--- config.mk ---
export PLATFORM = sky130hd
export DESIGN_NAME = dct_block_ctrl
export DESIGN_NICKNAME = d
export VERILOG_FILES = /design/src/rtl/dct_pkg.sv /design/src/rtl/dct_row_buf.sv /design/src/rtl/dct_block_ctrl.sv
export SDC_FILE = /design/constraint.sdc
export NUM_CORES = 2
export LEC_CHECK = 0
export CAP_MARGIN = 20
export CORE_AREA = 2 2 565 567
export DETAILED_ROUTE_END_ITERATION = 10
export DIE_AREA = 0 0 567 569
export HOLD_SLACK_MARGIN = 0.03
export PLACE_DENSITY = 0.42
export SYNTH_ARGS = -nofsm -noshare
export SYNTH_HDL_FRONTEND = slang
export SYNTH_SLANG_ARGS = --single-unit
--- constraint.sdc ---
create_clock -name clk -period 5.3 [get_ports clk]
set_clock_uncertainty 0.05 [all_clocks]
set_input_delay 1.06 -clock clk [delete_from_list [all_inputs] [get_ports clk]]
set_output_delay 1.06 -clock clk [all_outputs]
set_load 0.02 [all_outputs]
--- src/rtl/dct_pkg.sv ---
// ---------------------------------------------------------------------------
// dct_pkg
// Shared definitions for the DCT block sequencer:
//   DCT_W     default sample/coefficient width
//   DCT_ROWS  rows (and columns) per block
//   IDX_W     width of a row index
//   dct_state_e  controller phases: FILL, LAUNCH, WAIT, DRAIN
//   get_sample / get_row  slice helpers for the default-width packing,
//   where element 0 always sits in the most significant field.
// ---------------------------------------------------------------------------
package dct_pkg;

    localparam int DCT_W    = 10;
    localparam int DCT_ROWS = 8;
    localparam int IDX_W    = $clog2(DCT_ROWS);

    typedef enum logic [1:0] {
        FILL   = 2'd0,
        LAUNCH = 2'd1,
        WAIT   = 2'd2,
        DRAIN  = 2'd3
    } dct_state_e;

    // Sample c of a packed row; sample 0 occupies the top W bits.
    function automatic logic [DCT_W-1:0] get_sample(
        input logic [DCT_ROWS*DCT_W-1:0] row,
        input int                        c
    );
        return row[DCT_ROWS*DCT_W-1-DCT_W*c -: DCT_W];
    endfunction

    // Row r of a packed block; row 0 occupies the top 8W bits.
    function automatic logic [DCT_ROWS*DCT_W-1:0] get_row(
        input logic [DCT_ROWS*DCT_ROWS*DCT_W-1:0] blk,
        input int                                 r
    );
        return blk[DCT_ROWS*DCT_ROWS*DCT_W-1-DCT_ROWS*DCT_W*r -: DCT_ROWS*DCT_W];
    endfunction

endpackage

--- src/rtl/dct_row_buf.sv ---
// ---------------------------------------------------------------------------
// dct_row_buf
// Eight-entry register file of 8W-bit rows with every entry visible at once.
// Two ways to write it: one row by index, or all eight rows together from a
// packed 64W-bit block (row 0 in the top bits). A block load wins over an
// indexed write in the same cycle. Contents clear on reset.
// Ports:
//   clk, rst_n   clock, asynchronous active-low reset
//   wr_en_i      write wr_data_i into entry wr_idx_i
//   wr_idx_i     entry index for the indexed write
//   wr_data_i    row data for the indexed write
//   ld_en_i      load all entries from ld_data_i
//   ld_data_i    packed block for the bulk load
//   rows_o       all entries, rows_o[r] is entry r
// ---------------------------------------------------------------------------
module dct_row_buf
    import dct_pkg::*;
#(
    parameter int W = DCT_W
) (
    input  logic                               clk,
    input  logic                               rst_n,
    input  logic                               wr_en_i,
    input  logic [IDX_W-1:0]                   wr_idx_i,
    input  logic [DCT_ROWS*W-1:0]              wr_data_i,
    input  logic                               ld_en_i,
    input  logic [DCT_ROWS*DCT_ROWS*W-1:0]     ld_data_i,
    output logic [DCT_ROWS-1:0][DCT_ROWS*W-1:0] rows_o
);

    localparam int ROW_W = DCT_ROWS * W;
    localparam int BLK_W = DCT_ROWS * ROW_W;

    logic [DCT_ROWS-1:0][ROW_W-1:0] mem_q;

    always_ff @(posedge clk or negedge rst_n) begin
        if (!rst_n) begin
            mem_q <= '0;
        end else if (ld_en_i) begin
            for (int r = 0; r < DCT_ROWS; r++) begin
                mem_q[r] <= ld_data_i[BLK_W-1-ROW_W*r -: ROW_W];
            end
        end else if (wr_en_i) begin
            mem_q[wr_idx_i] <= wr_data_i;
        end
    end

    assign rows_o = mem_q;

endmodule

--- src/rtl/dct_block_ctrl.sv ---
// ---------------------------------------------------------------------------
// dct_block_ctrl
// Sequencer in front of an 8x8 2-D DCT core. Collects a block as eight row
// beats, presents it to the core with dct_enable held until the core answers,
// captures the 64 coefficients and streams them out as eight row beats.
// One block in flight; a core that never answers is abandoned after TIMEOUT
// cycles and flagged with a sticky err_timeout.
// Ports:
//   clk, rst_n               clock, asynchronous active-low reset
//   in_valid/in_ready/in_row input row stream (sample 0 in top bits)
//   dct_enable, dct_row0..7  block presented to the core
//   dct_valid, dct_coef      core result, coef(r,c) packed row-major, top first
//   out_valid/out_ready      output row stream
//   out_row, out_last        coefficient row, last-row marker
//   busy                     a block is partially or fully in progress
//   err_timeout              sticky core timeout flag
//   blk_count                fully drained blocks, wrapping
// ---------------------------------------------------------------------------
module dct_block_ctrl
    import dct_pkg::*;
#(
    parameter int W       = DCT_W,
    parameter int TIMEOUT = 64,
    parameter int CNT_W   = 16
) (
    input  logic                           clk,
    input  logic                           rst_n,
    input  logic                           in_valid,
    output logic                           in_ready,
    input  logic [DCT_ROWS*W-1:0]          in_row,
    output logic                           dct_enable,
    output logic [DCT_ROWS*W-1:0]          dct_row0,
    output logic [DCT_ROWS*W-1:0]          dct_row1,
    output logic [DCT_ROWS*W-1:0]          dct_row2,
    output logic [DCT_ROWS*W-1:0]          dct_row3,
    output logic [DCT_ROWS*W-1:0]          dct_row4,
    output logic [DCT_ROWS*W-1:0]          dct_row5,
    output logic [DCT_ROWS*W-1:0]          dct_row6,
    output logic [DCT_ROWS*W-1:0]          dct_row7,
    input  logic                           dct_valid,
    input  logic [DCT_ROWS*DCT_ROWS*W-1:0] dct_coef,
    output logic                           out_valid,
    input  logic                           out_ready,
    output logic [DCT_ROWS*W-1:0]          out_row,
    output logic                           out_last,
    output logic                           busy,
    output logic                           err_timeout,
    output logic [CNT_W-1:0]               blk_count
);

    localparam int ROW_W = DCT_ROWS * W;
    localparam int TW    = $clog2(TIMEOUT);

    // The counter starts at 0 on the first WAIT cycle and the abort fires on
    // the edge where it would step onto TIMEOUT-1, i.e. TIMEOUT cycles after
    // dct_enable first rose.
    localparam logic [TW-1:0]    T_ABORT  = TW'(TIMEOUT - 2);
    localparam logic [IDX_W-1:0] LAST_ROW = IDX_W'(DCT_ROWS - 1);

    dct_state_e       state_q;
    logic [IDX_W-1:0] rcnt_q;
    logic [IDX_W-1:0] ocnt_q;
    logic [TW-1:0]    tcnt_q;
    logic [TW-1:0]    tcnt_d;
    logic             in_ready_q;
    logic             dct_enable_q;
    logic             out_valid_q;
    logic             err_q;
    logic [CNT_W-1:0] blk_q;
    logic [CNT_W-1:0] blk_d;

    logic in_accept;
    logic coef_load;
    logic out_accept;

    logic [DCT_ROWS-1:0][ROW_W-1:0] in_rows;
    logic [DCT_ROWS-1:0][ROW_W-1:0] coef_rows;

    // in_ready_q is only ever set while in FILL, so it alone qualifies a beat.
    assign in_accept  = in_valid && in_ready_q;
    assign coef_load  = (state_q == WAIT) && dct_valid;
    assign out_accept = out_valid_q && out_ready;
    assign tcnt_d     = tcnt_q + TW'(1);
    assign blk_d      = blk_q + CNT_W'(1);

    dct_row_buf #(.W(W)) u_in_buf (
        .clk       (clk),
        .rst_n     (rst_n),
        .wr_en_i   (in_accept),
        .wr_idx_i  (rcnt_q),
        .wr_data_i (in_row),
        .ld_en_i   (1'b0),
        .ld_data_i ('0),
        .rows_o    (in_rows)
    );

    dct_row_buf #(.W(W)) u_coef_buf (
        .clk       (clk),
        .rst_n     (rst_n),
        .wr_en_i   (1'b0),
        .wr_idx_i  ('0),
        .wr_data_i ('0),
        .ld_en_i   (coef_load),
        .ld_data_i (dct_coef),
        .rows_o    (coef_rows)
    );

    // Control FSM. Handshake outputs are registered and updated on the same
    // edge as the state change, so in_ready, dct_enable and out_valid always
    // line up with the phase they belong to.
    always_ff @(posedge clk or negedge rst_n) begin
        if (!rst_n) begin
            state_q      <= FILL;
            rcnt_q       <= '0;
            ocnt_q       <= '0;
            tcnt_q       <= '0;
            in_ready_q   <= 1'b0;
            dct_enable_q <= 1'b0;
            out_valid_q  <= 1'b0;
            err_q        <= 1'b0;
            blk_q        <= '0;
        end else begin
            case (state_q)
                FILL: begin
                    in_ready_q <= 1'b1;
                    if (in_accept) begin
                        rcnt_q <= rcnt_q + IDX_W'(1);
                        if (rcnt_q == LAST_ROW) begin
                            state_q      <= LAUNCH;
                            in_ready_q   <= 1'b0;
                            dct_enable_q <= 1'b1;
                        end
                    end
                end

                LAUNCH: begin
                    tcnt_q  <= '0;
                    state_q <= WAIT;
                end

                // A result in the last WAIT cycle still wins over the abort.
                WAIT: begin
                    if (dct_valid) begin
                        dct_enable_q <= 1'b0;
                        out_valid_q  <= 1'b1;
                        ocnt_q       <= '0;
                        state_q      <= DRAIN;
                    end else if (tcnt_q == T_ABORT) begin
                        err_q        <= 1'b1;
                        dct_enable_q <= 1'b0;
                        rcnt_q       <= '0;
                        in_ready_q   <= 1'b1;
                        state_q      <= FILL;
                    end else begin
                        tcnt_q <= tcnt_d;
                    end
                end

                DRAIN: begin
                    if (out_accept) begin
                        if (ocnt_q == LAST_ROW) begin
                            blk_q       <= blk_d;
                            out_valid_q <= 1'b0;
                            rcnt_q      <= '0;
                            in_ready_q  <= 1'b1;
                            state_q     <= FILL;
                        end else begin
                            ocnt_q <= ocnt_q + IDX_W'(1);
                        end
                    end
                end

                default: begin
                    state_q <= FILL;
                end
            endcase
        end
    end

    assign in_ready    = in_ready_q;
    assign dct_enable  = dct_enable_q;
    assign out_valid   = out_valid_q;
    assign err_timeout = err_q;
    assign blk_count   = blk_q;

    // ocnt_q only moves on an accepted beat, so the row is stable under stall.
    assign out_row  = coef_rows[ocnt_q];
    assign out_last = out_valid_q && (ocnt_q == LAST_ROW);
    assign busy     = (state_q != FILL) || (rcnt_q != '0);

    assign dct_row0 = in_rows[0];
    assign dct_row1 = in_rows[1];
    assign dct_row2 = in_rows[2];
    assign dct_row3 = in_rows[3];
    assign dct_row4 = in_rows[4];
    assign dct_row5 = in_rows[5];
    assign dct_row6 = in_rows[6];
    assign dct_row7 = in_rows[7];

endmodule

Word-level counts from Yosys, hierarchy flattened
Index checks and enable logic that the tools add are counted.
{ "op_classes": {"add_sub_neg": 4, "magnitude_cmp": 3, "eq_ne": 16, "n_mux": 41, "bitwise_logic": 1, "n_reduce_logical": 22} }
{ "op_table": {"columns": ["op", "n"], "rows": [
  ["bitwise mux 640 bit", 1],
  ["binary-select mux 80 bit (select 3 bit)", 1],
  ["demux 80 bit (select 3 bit)", 1],
  ["2-to-1 mux 80 bit", 2],
  ["2-to-1 mux 3 bit", 8],
  ["adder 16 x 1 -> 16 bit (second input constant)", 1],
  ["!= test 2 bit (second input constant)", 8],
  ["2-to-1 mux 1 bit", 13],
  ["2-to-1 mux 2 bit", 6],
  ["2-to-1 mux 6 bit", 2],
  ["one-hot mux 6 bit (2 select lines)", 1],
  ["AND reduction 4 bit", 3],
  ["AND reduction 5 bit", 2],
  ["one-hot mux 3 bit (3 select lines)", 1],
  ["AND reduction 3 bit", 3],
  ["less-than comparator 3 x 4 -> 1 bit (second input constant)", 2],
  ["one-hot mux 2 bit (4 select lines)", 1],
  ["nonzero test 2 bit", 4],
  ["adder 3 x 1 -> 3 bit (second input constant)", 2],
  ["adder 6 x 1 -> 6 bit (second input constant)", 1],
  ["equality test 3 bit (second input constant)", 2],
  ["equality test 6 bit (second input constant)", 1],
  ["one-hot mux 3 bit (2 select lines)", 1],
  ["AND reduction 6 bit", 1],
  ["other kinds (12)", 19]
]} }
{ "totals": {"register_bits": 1314, "input_bits": 725, "output_inout_bits": 742, "elab_cells": 112} }

Depth between registers and ports, before layout
{ "logic_depth": {"depth_word": 5, "mapped_depth": 8, "depth_no_buf": 6} }

Hierarchy
A second synthesis with hierarchy kept.
{ "hier_totals": {"hier_cells": 6171, "hier_area_um2": 66442.5} }
{ "modules_own_cells": {"columns": ["module", "n_inst", "cells_each", "area_per_inst_um2", "seq_area_each_um2"], "rows": [
  ["dct_row_buf", 2, 2862, 29801.1, 16015.4],
  ["dct_block_ctrl", 1, 447, 6840.3, 850.8]
]} }

Least setup slack after synthesis
No wires, ideal clock.
{ "synth_path": {"kind": "register to output", "startpoint": "reg ocnt_q[1]", "endpoint": "out out_row[10]", "arrival_ns": 1.650, "required_ns": 4.190, "setup_slack_ns": 2.540, "path_stages_with_launch": 6, "n_path_buf": 3, "path_cell_list": "dfrtp_1 > buf_2 > buf_2 > clkbuf_1 > mux4_2 > mux2_2"} }
{ "synth_between": {"elab_chain_len": 2} }
{ "synth_lines": {"columns": ["item", "line", "source"], "rows": [
  ["start, declared", "dct_block_ctrl.sv:62", "logic [IDX_W-1:0] ocnt_q;"],
  ["start signal, assigned", "dct_block_ctrl.sv:168", "ocnt_q <= ocnt_q + IDX_W'(1);"],
  ["binary-select mux 80 bit (select 3 bit)", "dct_block_ctrl.sv:187", "assign out_row = coef_rows[ocnt_q];"],
  ["2-to-1 mux 80 bit (implied by the code)", "dct_block_ctrl.sv:187", null],
  ["end, declared", "dct_block_ctrl.sv:44", "output logic [DCT_ROWS*W-1:0] out_row,"]
]} }
No other way between the ends. The select of a mux whose other input is x is not followed.

Worst setup path after layout
{ "layout_path": {"startpoint": "reg ocnt_q[0]", "endpoint": "out out_row[50]"} }
The elaborated chain is that of the path after synthesis.

==> flow_summary.json <==
{
  "clkSinkCount": 1314,
  "drc": 0,
  "synth_cell_type_count": 43,
  "rsz0062_at_grt": "false",
  "cts_tree": "done",
  "synthToLayoutAreaGrowth_pct": 46.7,
  "place_hpwl_um": 189000,
  "cap_violations": 0,
  "crit_type": "reg -> out",
  "path_clk_slew_ns": 0.07,
  "synth.avg_cell_area_sq_um": 12.0,
  "hold_ws_ns": 0.108,
  "layout-drive-gt1-share_pct": 19.3,
  "peakVddDrop_uv": 344,
  "synth_warnings": 0,
  "hold_class": "in -> async",
  "period_minus_slack_ns": 4.84,
  "ios": 1467,
  "synth_cells": 4510,
  "endpoint_kind": "output port",
  "cp.arrival_ns": 3.73,
  "start_util_pct": 17.1,
  "synth-edff-count": 0,
  "grt.met3_usage_pct": 5.94,
  "use_met1_pct": 18.5,
  "grt_use_total_pct": 15.0,
  "regToRegStartpoint": "ocnt_q[0]",
  "setup_viol": 0,
  "powerDensity_mw_per_mm2": 625,
  "synthesis.nets": 5243,
  "root_buffer": "clkbuf_16",
  "multi_input_area_sq_mm": 0.0202,
  "vias_per_cell": 3.93,
  "hold_viol_final": 0,
  "dr.pass1.iters": 7,
  "yosysTopAreaCellShare_pct": 60.5,
  "tightest_slew_ns": 0.934,
  "place.gp.congestion": 0.848,
  "post_drt_wl_per_cell_um": 24.2,
  "grt_use_met2_pct": 24.4,
  "grt_max_degree": 122,
  "layout_common_cells": "nand2_1, clkdlybuf4s50_1, dfrtp_1",
  "finalSetupTns_ns": 0,
  "drt_iter0_drc": 2634,
  "grt_pass1_vias": 42800,
  "final_common_cell": "nand2_1",
  "fill_cells": 33400,
  "die-area_sq_mm": 0.323,
  "ys.flop_type": "dfrtp_1",
  "outcome": "completed",
  "routed_wl_um": 249000,
  "busiest_layer": "met2",
  "grt-ovfl-total": 0,
  "critPathLaunch": "ocnt_q[0]",
  "async_reset_ff_share_pct": 100,
  "cts_resized": 0,
  "critPathRequiredTime_ns": 4.19,
  "max_freq_mhz": 207,
  "vias": 40500,
  "cts_buffer_depth": 4,
  "synth_top_cell_by_area": "dfrtp_1",
  "leakage_nw": 36.0,
  "grt_first_pass_wirelength_um": 347000,
  "cts_inserted_buffers": 164,
  "ant_nets": 0,
  "critPathLaunchType": "flop",
  "finish.net_count": 6722,
  "synth-seq-area-share_pct": 60.5,
  "maxSlewViolCount": 0,
  "core-area_sq_mm": 0.317,
  "synthTopCellsByArea": "dfrtp_1, nand2_1, mux2_2",
  "chipWidth_um": 567,
  "antenna_found_initial": 34,
  "fin_crit_sh_pct": 91.4,
  "placementRows": 207,
  "cp_max_fo": 32,
  "layout.area.seq_sq_mm": 0.0329,
  "synth_seq_cells": 1314,
  "hold_buffers": 0,
  "worstSkewPairLatency_ns": 0.79,
  "port-buffer-count": 1466,
  "die_h_um": 569,
  "relSlewSlack_pct": 37.5,
  "syn_area_sq_mm": 0.0543,
  "h-tree-depth": 4,
  "postCtsSetupBuffers": 0
}
report_power, final:
group          switching [mW]  internal (mW)  total [mW]
clock network            4.71           6.82        11.5
logic                    11.1           9.92        21.1
registers                2.98           14.2        17.2
path summary, 6_finish.rpt:
check	endpoint	slack (ns)	cells past startpoint
worst max-delay path	out_row[50]	0.46	5
worst min-delay path	u_in_buf.rows_o[463]	0.11	1
worst max register to register	blk_count[15]	2.27	8
worst min register to register	u_coef_buf.rows_o[299]	0.42	2
max in group asynchronous	u_coef_buf.rows_o[157]	3.58	3
min in group clk	u_coef_buf.rows_o[299]	0.42	2
logic make-up (layout without fill, tap and decap cells):
family	Yosys count	in the layout	share of synthesized area [%]
DFF	1314	1314	60.5
other	0	13	0
buffers and inverters	263	1865	2.44
adders and majority gates	8	8	0.184
muxes	883	883	22.2
AOI/OAI and AO/OA	31	31	0.405
xor gates and xnor gates	15	15	0.242
and+or+nand+nor	1996	1996	14.0
worst max-delay path: stages (launching register included):
cell and delay, ns:
dfrtp_4 0.90, buf_12 0.29, buf_4 0.24, mux4_2 0.60, mux2_2 0.32, clkdlybuf4s50_1 0.55
stage by stage:
step	cell area [sq um]	std cells	total power [mW]	util (%)	setup WS (ns)
2_1_floorplan	54300	4510	27.6	-	2.54
3_3_place_gp	74200	10000	38.6	23.4	1.11
3_5_place_dp	74200	10000	38.6	23.4	1.16
4_1_cts	79600	10300	50.6	25.1	0.214
5_1_grt	79700	10300	52.6	25.1	0.170
6_report	79700	10300	49.8	25.2	0.458
cells in the mapped netlist, drive strengths merged, types with 2 or more instances:
library cell	count
a21o	2
a21oi	7
a221o	2
a22o	2
a31oi	2
and2	2
and3	5
and4	4
buf	150
clkbuf	108
dfrtp	1314
ha	8
inv	5
mux2	722
mux4	160
nand2	1939
nand3	9
nand3b	3
nand4	10
nor2	15
nor2b	3
nor4	2
o21a	3
o21ai	4
or3	2
xnor2	13
xor2	2
per-layer routing:
layer | share of wire [%] | up-vias
li1 | - | 17900
met1 | 41 | 20800
met2 | 47 | 1521
met3 | 9.9 | 239
met4 | 1.9 | 12
met5 | 0.031 | -
registers in the layout, indices dropped and copies added (netlist names):
| signal | cells |
|---|---|
| u_coef_buf.rows_o | 640 |
| u_in_buf.rows_o | 640 |
| blk_count | 16 |
| tcnt_q | 6 |
| ocnt_q | 3 |
| rcnt_q | 3 |
| state_q | 2 |
| dct_enable | 1 |
| err_timeout | 1 |
| in_ready | 1 |
| out_valid | 1 |
layout make-up:
| class | count | area share [%] |
|---|---|---|
| Inverter | 5 | 0.0236 |
| Antenna cell | 13 | 0.0408 |
| Tap cell | 4180 | 6.56 |
| Sequential cell | 1314 | 41.3 |
| Clock inverter | 52 | 0.771 |
| Multi-Input combinational cell | 2933 | 25.3 |
| Clock buffer | 237 | 6.09 |
| Timing Repair Buffer | 1571 | 19.9 |
Note: power is estimated with default switching activity, not from simulation.
